File: src/rtl/ram_march_bist_if.sv
// ram_march_bist_if: single-port RAM access bus between the march BIST initiator (master) and the RAM (slave).
`default_nettype none

interface ram_march_bist_if #(
   parameter int DATA_WIDTH = 8,
   parameter int ADDR_WIDTH = 4
);
   logic                  ram_we;
   logic                  ram_re;
   logic [ADDR_WIDTH-1:0] ram_addr;
   logic [DATA_WIDTH-1:0] ram_wdata;
   logic [DATA_WIDTH-1:0] ram_rdata;

   modport master (
      output ram_we,
      output ram_re,
      output ram_addr,
      output ram_wdata,
      input  ram_rdata
   );

   modport slave (
      input  ram_we,
      input  ram_re,
      input  ram_addr,
      input  ram_wdata,
      output ram_rdata
   );
endinterface

`default_nettype wire

File: src/rtl/ram_march_bist.sv
// ram_march_bist: four-phase write/read/write-inverse/read-inverse RAM sweep with saturating error count.
`default_nettype none

module ram_march_bist #(
   parameter int DATA_WIDTH = 8,
   parameter int ADDR_WIDTH = 4,
   parameter int DEPTH      = 16,
   parameter     SEED       = 8'hA5,
   parameter int ERR_W      = 8
) (
   input  logic                  clk,
   input  logic                  rst_n,
   input  logic                  start,
   output logic                  busy,
   output logic                  done,
   output logic                  pass,
   output logic [ERR_W-1:0]      err_cnt,
   output logic [ADDR_WIDTH-1:0] fail_addr,
   ram_march_bist_if.master      ram
);

   localparam logic [DATA_WIDTH-1:0] C_SEED    = DATA_WIDTH'(SEED);
   localparam logic [ADDR_WIDTH-1:0] C_LAST    = ADDR_WIDTH'(DEPTH - 1);
   localparam logic [ERR_W-1:0]      C_ERR_MAX = '1;

   typedef enum logic [2:0] {
      S_IDLE  = 3'd0,
      S_WR0   = 3'd1,
      S_RD0   = 3'd2,
      S_WR1   = 3'd3,
      S_RD1   = 3'd4,
      S_DRAIN = 3'd5,
      S_DONE  = 3'd6
   } state_t;

   function automatic logic [DATA_WIDTH-1:0] pat(input logic [ADDR_WIDTH-1:0] a, input logic inv);
      logic [DATA_WIDTH-1:0] p;
      p = DATA_WIDTH'(a) ^ C_SEED;
      return inv ? ~p : p;
   endfunction

   state_t                state_q, state_d;
   logic [ADDR_WIDTH-1:0] addr_q, addr_d;
   logic                  ram_we_q, ram_re_q;
   logic [DATA_WIDTH-1:0] ram_wdata_q;
   logic                  cmp_vld_q;
   logic [ADDR_WIDTH-1:0] cmp_addr_q;
   logic [DATA_WIDTH-1:0] cmp_exp_q;
   logic                  busy_q, done_q, pass_q;
   logic [ERR_W-1:0]      err_cnt_q, err_cnt_d;
   logic [ADDR_WIDTH-1:0] fail_addr_q, fail_addr_d;
   logic                  w_accept, w_mismatch, w_wr_d, w_rd_d, w_busy_d;

   assign w_accept   = start && (state_q == S_IDLE || state_q == S_DONE);
   assign w_mismatch = cmp_vld_q && (ram.ram_rdata != cmp_exp_q);
   assign w_wr_d     = (state_d == S_WR0) || (state_d == S_WR1);
   assign w_rd_d     = (state_d == S_RD0) || (state_d == S_RD1);
   assign w_busy_d   = w_wr_d || w_rd_d || (state_d == S_DRAIN);

   always_comb begin
      state_d = state_q;
      addr_d  = addr_q;
      case (state_q)
         S_IDLE, S_DONE: begin
            if (start) begin
               state_d = S_WR0;
               addr_d  = '0;
            end
         end
         S_WR0, S_RD0, S_WR1, S_RD1: begin
            if (addr_q == C_LAST) begin
               addr_d = '0;
               case (state_q)
                  S_WR0:   state_d = S_RD0;
                  S_RD0:   state_d = S_WR1;
                  S_WR1:   state_d = S_RD1;
                  default: state_d = S_DRAIN;
               endcase
            end else begin
               addr_d = addr_q + 1'b1;
            end
         end
         S_DRAIN: state_d = S_DONE;
         default: state_d = S_IDLE;
      endcase
   end

   // The compare stage runs regardless of FSM state, so a read's result lands one cycle later.
   always_comb begin
      err_cnt_d   = err_cnt_q;
      fail_addr_d = fail_addr_q;
      if (w_accept) begin
         err_cnt_d   = '0;
         fail_addr_d = '0;
      end else if (w_mismatch) begin
         if (err_cnt_q == '0) begin
            fail_addr_d = cmp_addr_q;
         end
         if (err_cnt_q != C_ERR_MAX) begin
            err_cnt_d = err_cnt_q + 1'b1;
         end
      end
   end

   always_ff @(posedge clk or negedge rst_n) begin
      if (!rst_n) begin
         state_q     <= S_IDLE;
         addr_q      <= '0;
         ram_we_q    <= 1'b0;
         ram_re_q    <= 1'b0;
         ram_wdata_q <= '0;
         cmp_vld_q   <= 1'b0;
         cmp_addr_q  <= '0;
         cmp_exp_q   <= '0;
         busy_q      <= 1'b0;
         done_q      <= 1'b0;
         pass_q      <= 1'b0;
         err_cnt_q   <= '0;
         fail_addr_q <= '0;
      end else begin
         state_q     <= state_d;
         addr_q      <= addr_d;
         ram_we_q    <= w_wr_d;
         ram_re_q    <= w_rd_d;
         ram_wdata_q <= w_wr_d ? pat(addr_d, state_d == S_WR1) : '0;
         cmp_vld_q   <= ram_re_q;
         cmp_addr_q  <= addr_q;
         cmp_exp_q   <= pat(addr_q, state_q == S_RD1);
         busy_q      <= w_busy_d;
         done_q      <= (state_d == S_DONE);
         pass_q      <= (state_d == S_DONE) && (err_cnt_d == '0);
         err_cnt_q   <= err_cnt_d;
         fail_addr_q <= fail_addr_d;
      end
   end

   assign busy          = busy_q;
   assign done          = done_q;
   assign pass          = pass_q;
   assign err_cnt       = err_cnt_q;
   assign fail_addr     = fail_addr_q;
   assign ram.ram_we    = ram_we_q;
   assign ram.ram_re    = ram_re_q;
   assign ram.ram_addr  = addr_q;
   assign ram.ram_wdata = ram_wdata_q;

endmodule

`default_nettype wire

File: src/flat_wrapper.sv
// flat-port wrapper written by rule: the top's interface ports become plain ports
module ram_march_bist_flat 
#(
   parameter int DATA_WIDTH = 8,
   parameter int ADDR_WIDTH = 4,
   parameter int DEPTH      = 16,
   parameter     SEED       = 8'hA5,
   parameter int ERR_W      = 8
)
  (clk, rst_n, start, busy, done, pass, err_cnt, fail_addr, ram_ram_we, ram_ram_re, ram_ram_addr, ram_ram_wdata, ram_ram_rdata);
  ram_march_bist_if #(.DATA_WIDTH(DATA_WIDTH), .ADDR_WIDTH(ADDR_WIDTH)) ram_i ();
  input  logic clk;
  input  logic rst_n;
  input  logic start;
  output logic busy;
  output logic done;
  output logic pass;
  output logic [ERR_W-1:0] err_cnt;
  output logic [ADDR_WIDTH-1:0] fail_addr;
  output wire logic [$bits(ram_i.ram_we)-1:0] ram_ram_we;
  output wire logic [$bits(ram_i.ram_re)-1:0] ram_ram_re;
  output wire logic [$bits(ram_i.ram_addr)-1:0] ram_ram_addr;
  output wire logic [$bits(ram_i.ram_wdata)-1:0] ram_ram_wdata;
  input wire logic [$bits(ram_i.ram_rdata)-1:0] ram_ram_rdata;
  assign ram_ram_we = ram_i.ram_we;
  assign ram_ram_re = ram_i.ram_re;
  assign ram_ram_addr = ram_i.ram_addr;
  assign ram_ram_wdata = ram_i.ram_wdata;
  assign ram_i.ram_rdata = ram_ram_rdata;
  ram_march_bist #(.DATA_WIDTH(DATA_WIDTH), .ADDR_WIDTH(ADDR_WIDTH), .DEPTH(DEPTH), .SEED(SEED), .ERR_W(ERR_W)) u_core (.clk(clk), .rst_n(rst_n), .start(start), .busy(busy), .done(done), .pass(pass), .err_cnt(err_cnt), .fail_addr(fail_addr), .ram(ram_i));
endmodule
File: config.mk
export PLATFORM = sky130hd
export DESIGN_NAME = ram_march_bist_flat
export DESIGN_NICKNAME = d
export VERILOG_FILES = /design/src/rtl/ram_march_bist_if.sv /design/src/rtl/ram_march_bist.sv /design/src/flat_wrapper.sv
export SDC_FILE = /design/constraint.sdc
export NUM_CORES = 1
export LEC_CHECK = 0
export CORE_MARGIN = 4
export CORE_UTILIZATION = 32
export DETAILED_ROUTE_END_ITERATION = 16
export HOLD_SLACK_MARGIN = 0.15
export MAX_ROUTING_LAYER = met4
export PLACE_DENSITY = 0.54
export SLEW_MARGIN = 20
export SYNTH_ARGS = -nofsm -noshare
export SYNTH_HDL_FRONTEND = slang
export SYNTH_SLANG_ARGS = --single-unit
File: constraint.sdc
create_clock -name clk -period 2.2 [get_ports clk]
set_clock_uncertainty 0.15 [all_clocks]
set_input_delay 0.33 -clock clk [delete_from_list [all_inputs] [get_ports clk]]
set_output_delay 0.33 -clock clk [all_outputs]
set_load 0.01 [all_outputs]
### Yosys cells after proc, flatten, opt, wreduce, memory -nomap -nowiden

Index checks and enable logic that the tools add are counted.

* logic and storage cells: 66
* output and inout port bits: 29
* bits of input ports: 11
* flip-flop bits (word level): 45

* bitwise operators: 4
* multiplexer cells: 16
* reductions and logical operators: 16
* add/subtract/negate cells: 2
* equal/unequal tests: 15

Operator list (count)
* $mux 8: 6
* $mux 4: 5
* $eq 3x3->1 const B: 6
* $pmux 3 s3: 2
* $logic_not 8->1: 2
* $not 8->8: 2
* $eq 3x2->1 const B: 4
* $add 8x1->8 const B: 1
* $ne 8x8->1: 1
* $ne 8x8->1 const B: 1
* $not 2->4: 2
* $pmux 4 s2: 1
* $eq 3x1->1 const B: 2
* $mux 3: 2
* $logic_or 1x1->1: 5
* $add 4x1->4 const B: 1
* $eq 4x4->1 const B: 1
* $reduce_bool 2->1: 2
* $reduce_or 4->1: 1
* $logic_and 1x1->1: 3
* $logic_not 3->1: 1
* $reduce_and 2->1: 1
* $reduce_or 2->1: 1

### Depth between registers and ports, before layout

* word-level depth: 8
* depth in mapped cells: 7
* depth with buffers taken out: 7

### Worst setup path after synthesis

Ideal clock, no wire load.

* path kind: reg2reg
* start point: register u_core.err_cnt_q[0], in the netlist u_core.err_cnt[0]
* end point: register u_core.pass_q, in the netlist u_core.pass
* data arrival time: 1.842 ns
* clock period less this slack: 2.103 ns
* library setup time: 0.111 ns
* data required time: 1.939 ns
* setup slack: 0.097 ns
* path buffers: 1
* stages on the path, launching flop included: 8
* path through: dfrtp_1 > ha_1 > inv_1 > or3_1 > buf_2 > a211oi_1 > o22ai_1 > a2111oi_2

* word-level cells in the longest chain between the ends: 6
* elaborated cells on any way between the ends: 7
* those cells by class: add/sub (1); eq/ne (1); mux (3); reduce/logical (2)

Ends and longest elaborated chain
* from (decl): RTL line ram_march_bist.sv:50 `logic [ERR_W-1:0] err_cnt_q, err_cnt_d;`
* from (signal assigned): RTL line ram_march_bist.sv:132 `err_cnt_q <= err_cnt_d;`
* $add 8x1->8 / $ne 8x8->1 (equally long branches): RTL line ram_march_bist.sv:100, ram_march_bist.sv:99
* $mux 8: RTL line ram_march_bist.sv:99 `if (err_cnt_q != C_ERR_MAX) begin`
* $mux 8 *: RTL line ram_march_bist.sv:95 `end else if (w_mismatch) begin`
* $mux 8 *: RTL line ram_march_bist.sv:92 `if (w_accept) begin`
* $logic_not 8->1 *: RTL line ram_march_bist.sv:131 `pass_q <= (state_d == S_DONE) && (err_cnt_d == '0);`
* $logic_and 1x1->1 *: RTL line ram_march_bist.sv:131
* to (signal assigned): RTL line ram_march_bist.sv:131
* to (decl): RTL line ram_march_bist.sv:49 `logic busy_q, done_q, pass_q;`

Every way passes the cells marked *; elsewhere a longest branch is shown, timed or not.
A chain may end at the register's enable or synchronous reset.

### Worst setup path after layout

* start point: input port ram_ram_rdata[4]
* end point: register u_core.pass_q, in the netlist u_core.pass

* word-level cells in the longest chain between the ends: 6

Ends and longest elaborated chain
* from (decl): RTL line flat_wrapper.sv:24 `input wire logic [$bits(ram_i.ram_rdata)-1:0] ram_ram_rdata;`
* $ne 8x8->1: RTL line ram_march_bist.sv:55 `assign w_mismatch = cmp_vld_q && (ram.ram_rdata != cmp_exp_q);`
* $logic_and 1x1->1: RTL line ram_march_bist.sv:55
* $mux 8: RTL line ram_march_bist.sv:95
* $mux 8: RTL line ram_march_bist.sv:92
* $logic_not 8->1: RTL line ram_march_bist.sv:131
* $logic_and 1x1->1: RTL line ram_march_bist.sv:131

No other way between the ends.

==> results.md <==
- Top FF cell, synth: dfrtp_1
- Area growth, synth to finish: 44.90%
- Syn nets: 206
- Unrepaired setup endpoints after global routing: true
- Slew Limit Fails: 0
- Post-synth top area share: 50.09%
- Final core occ: 48.97%
- HP Class: reg -> reg
- Seq. cell area: 1026 um2
- Hold_sp: u_core.ram.ram_re$_DFF_PN0_
- Fillers: 559
- Num CTS Buffers: 5
- Drt total wl: 4768 um
- CP max FO: 5
- Largest net degree at the start of global routing: 42
- Yosys cell types: 48
- Critical path type: in -> reg
- Root Driver: clkbuf_8
- Pwr dens: 1217 nW/um2
- Most area-consuming cells after synthesis: dfrtp_1 50%, mux2i_1 5.4%, xor2_1 3.8%, nand2_1 2.6%, nor2_1 2.6%
- First-pass GRT wire length: 7831 um
- CP Launch Point: ram_ram_rdata[4]
- Worst Setup Slack post-DPL: -0.4652 ns
- CP max stage cell: clkdlybuf4s50_1
- Rows: 28
- CP endpoint kind: flip-flop
- Synth area leader: dfrtp_1
- CTS tree: yes
- Placer congestion estimate: 0.8496
- Final setup fails: 0
- Cell breakdown of the critical path: clkdlybuf4s50_1 -> or3_4 -> a22oi_4 -> a21boi_4 -> a21oi_2 -> o22ai_2 -> a2111oi_2
- Post-synth EDFFs: 0
- GRT overflow: 0
- Worst EP required: 2.25 ns
- Initial DRC Count: 85
- Final hold vios: 0
- Reg-to-reg slack, setup: 0.09 ns
- Worst-margin pin slew: 0.5228 ns
- # diodes: 0
- Buffers plus inverters on the worst setup path: 1
- Area of the multi-input gates: 1054 um2
- Drc violations: 0
- Status: complete, no violations
- Post-route cell area: 2968 um2
- Vias in the first global route: 1635
- Bufs on Longest Clock Path: 2
- Mapped Cells: 192
- GRT Overall Usage: 13.39%
- Routed via count: 1630
- Leak pwr: 1.336 nW
- Largest stage delay, worst path: 0.42 ns
- Chip height: 88.01 um
- Die ar.: 7745 um2
- Worst setup margin: 0.08200 ns
- Dpl cells: 322
- Async SR Flop Fraction: 100.0%
- Max Fclk: 472.1 MHz
- Yosys warns: 0
- Final ANT Viol Nets: 0
- Placed cell areas: 2669 um2
- Total core area: 6061 um2
- Critical R2R Launch: u_core.cmp_exp_q[5]$_DFF_PN0_
- Clock Sinks: 41
- Mapped Area: 2048 um2
- Share of layout cells above drive strength 1: 28.29%
- Reg clk slew, reported paths: 0.09 ns
- Worst IR Drop VDD: 0.7740 mV
- Max-cap violations: 0
- Fin cells: 333
- Top Ports: 40
- Initial antenna violation count: 0
- Worst slew margin: 65.15%
- Via-to-Cell Ratio: 4.895
- Critical Path Start Type: primary input
- Initial core utilization: 33.79%
- Mean post-synth cell area: 10.67 um2
- Clock latency on the worst-skew pair: 0.30 ns
- Nets: 271
- Critical Path AT: 2.16 ns
- H-tree depth: 2
- Sequential share of the synthesized area: 50.09%
- IO buf count: 39
- Final period util: 96.27%
- Final min period: 2.118 ns
- Die width: 88.01 um
- Placed wire-length estimate: 3344 um
- CP top delay family: compound AO/OA/AOI/OAI gates
- Drt first pass iters: 4
- Total negative setup slack: 0 ns
- Yosys reg bits: 41
- WL per Instance: 14.32 um
==> layout by cell type, fill, tap and decap left out, types with 3 or more instances in the layout <==
master / Yosys / layout
a21oi_1: 6 / 4
buf_4: 2 / 29
clkbuf_8: 0 / 5
clkdlybuf4s50_1: 0 / 31
dfrtp_1: 41 / 41
dlymetal6s2s_1: 0 / 7
inv_1: 10 / 10
mux2i_1: 11 / 10
nand2_1: 14 / 13
nand2b_1: 3 / 3
nand3_1: 8 / 8
nor2_1: 14 / 14
nor3_1: 5 / 5
o21ai_0: 6 / 6
xnor2_1: 5 / 5
xor2_1: 9 / 5
xor2_2: 0 / 4
==> worst paths after layout <==
kind	end	depth (start not counted)
min in group asynchronous	u_core.err_cnt[3]$_DFF_PN0_	3
min reg2reg	u_core.cmp_vld_q$_DFF_PN0_	0
max in group asynchronous	u_core.state_q[2]$_DFF_PN0_	3
max	u_core.pass$_DFF_PN0_	7
max reg2reg	u_core.pass$_DFF_PN0_	6
min	u_core.cmp_vld_q$_DFF_PN0_	0
==> per-layer routing <==
layer,GRT usage (%),up-vias,wire length [um]
li1,-,802,-
met1,17.24,780,2174
met2,20.34,33,2296
met3,2.916,15,183
met4,5.579,0,113
met5,-,-,0
==> repair_timing <==
item	4_1_cts	5_1_grt
pin swaps	5	17
hold buffers	1	0
endpoints found under the setup margin	1	1
resized for setup	7	24
gates cloned	1	0
hold endpoints to repair	41	0
setup buffers	0	2
==> cell families (layout without fill, tap and decap cells) <==
kind of cell	after synthesis	in the layout	share of synthesized area, %
XOR/XNOR	14	14	5.987
buffers and inverters	23	88	5.559
flip-flops	41	41	50.09
multiplexers	13	13	6.475
AND/OR/NAND/NOR	64	64	17.04
adder cells (fa/ha/maj)	3	3	1.833
AO/OA/AOI/OAI	34	35	13.01
==> power breakdown <==
group	internal [W]	switching (W)
Clock	0.000340	0.000278
Sequential	0.00104	0.000178
Combinational	0.000930	0.000849
Total	0.00231	0.00131
==> Yosys cell counts (3+ instances only) <==
cell type   n
clkbuf_1    5
buf_2       3
xnor2_1     5
inv_1      10
nor3_1      5
nand2b_1    3
mux2i_1    11
xor2_1      9
nand2_1    14
a21oi_1     6
o21ai_0     6
o22ai_1     3
ha_1        3
nand3_1     8
dfrtp_1    41
nor2_1     14
==> sequential cells by signal, summed over array words and instances, names as in the netlist, 3 cells and up <==
| signal | count |
|---|---|
| u_core.cmp_addr_q | 4 |
| u_core.fail_addr | 4 |
| u_core.cmp_exp_q | 6 |
| u_core.ram.ram_wdata | 6 |
| u_core.state_q | 3 |
| u_core.ram.ram_addr | 4 |
| u_core.err_cnt | 8 |
==> metrics by stage <==
step                hold slack (ns)  power (W)
detailed placement           0.2477   0.002913
finish                       0.2452   0.003612
global route                 0.2632   0.003883
global placement             0.2353   0.002908
floorplan                   -0.1156   0.002164
CTS                          0.2564   0.003577
==> area by class of cell <==
class                      count  area share, %
sequential                    41          34.57
multi-input combinational    129          35.50
clock buffer                   5          2.319
tap                           75          3.162
timing repair buffer          70          21.63
inverter                      10          1.265
clock inverter                 3          1.560
(Power assumes the default switching activity.)
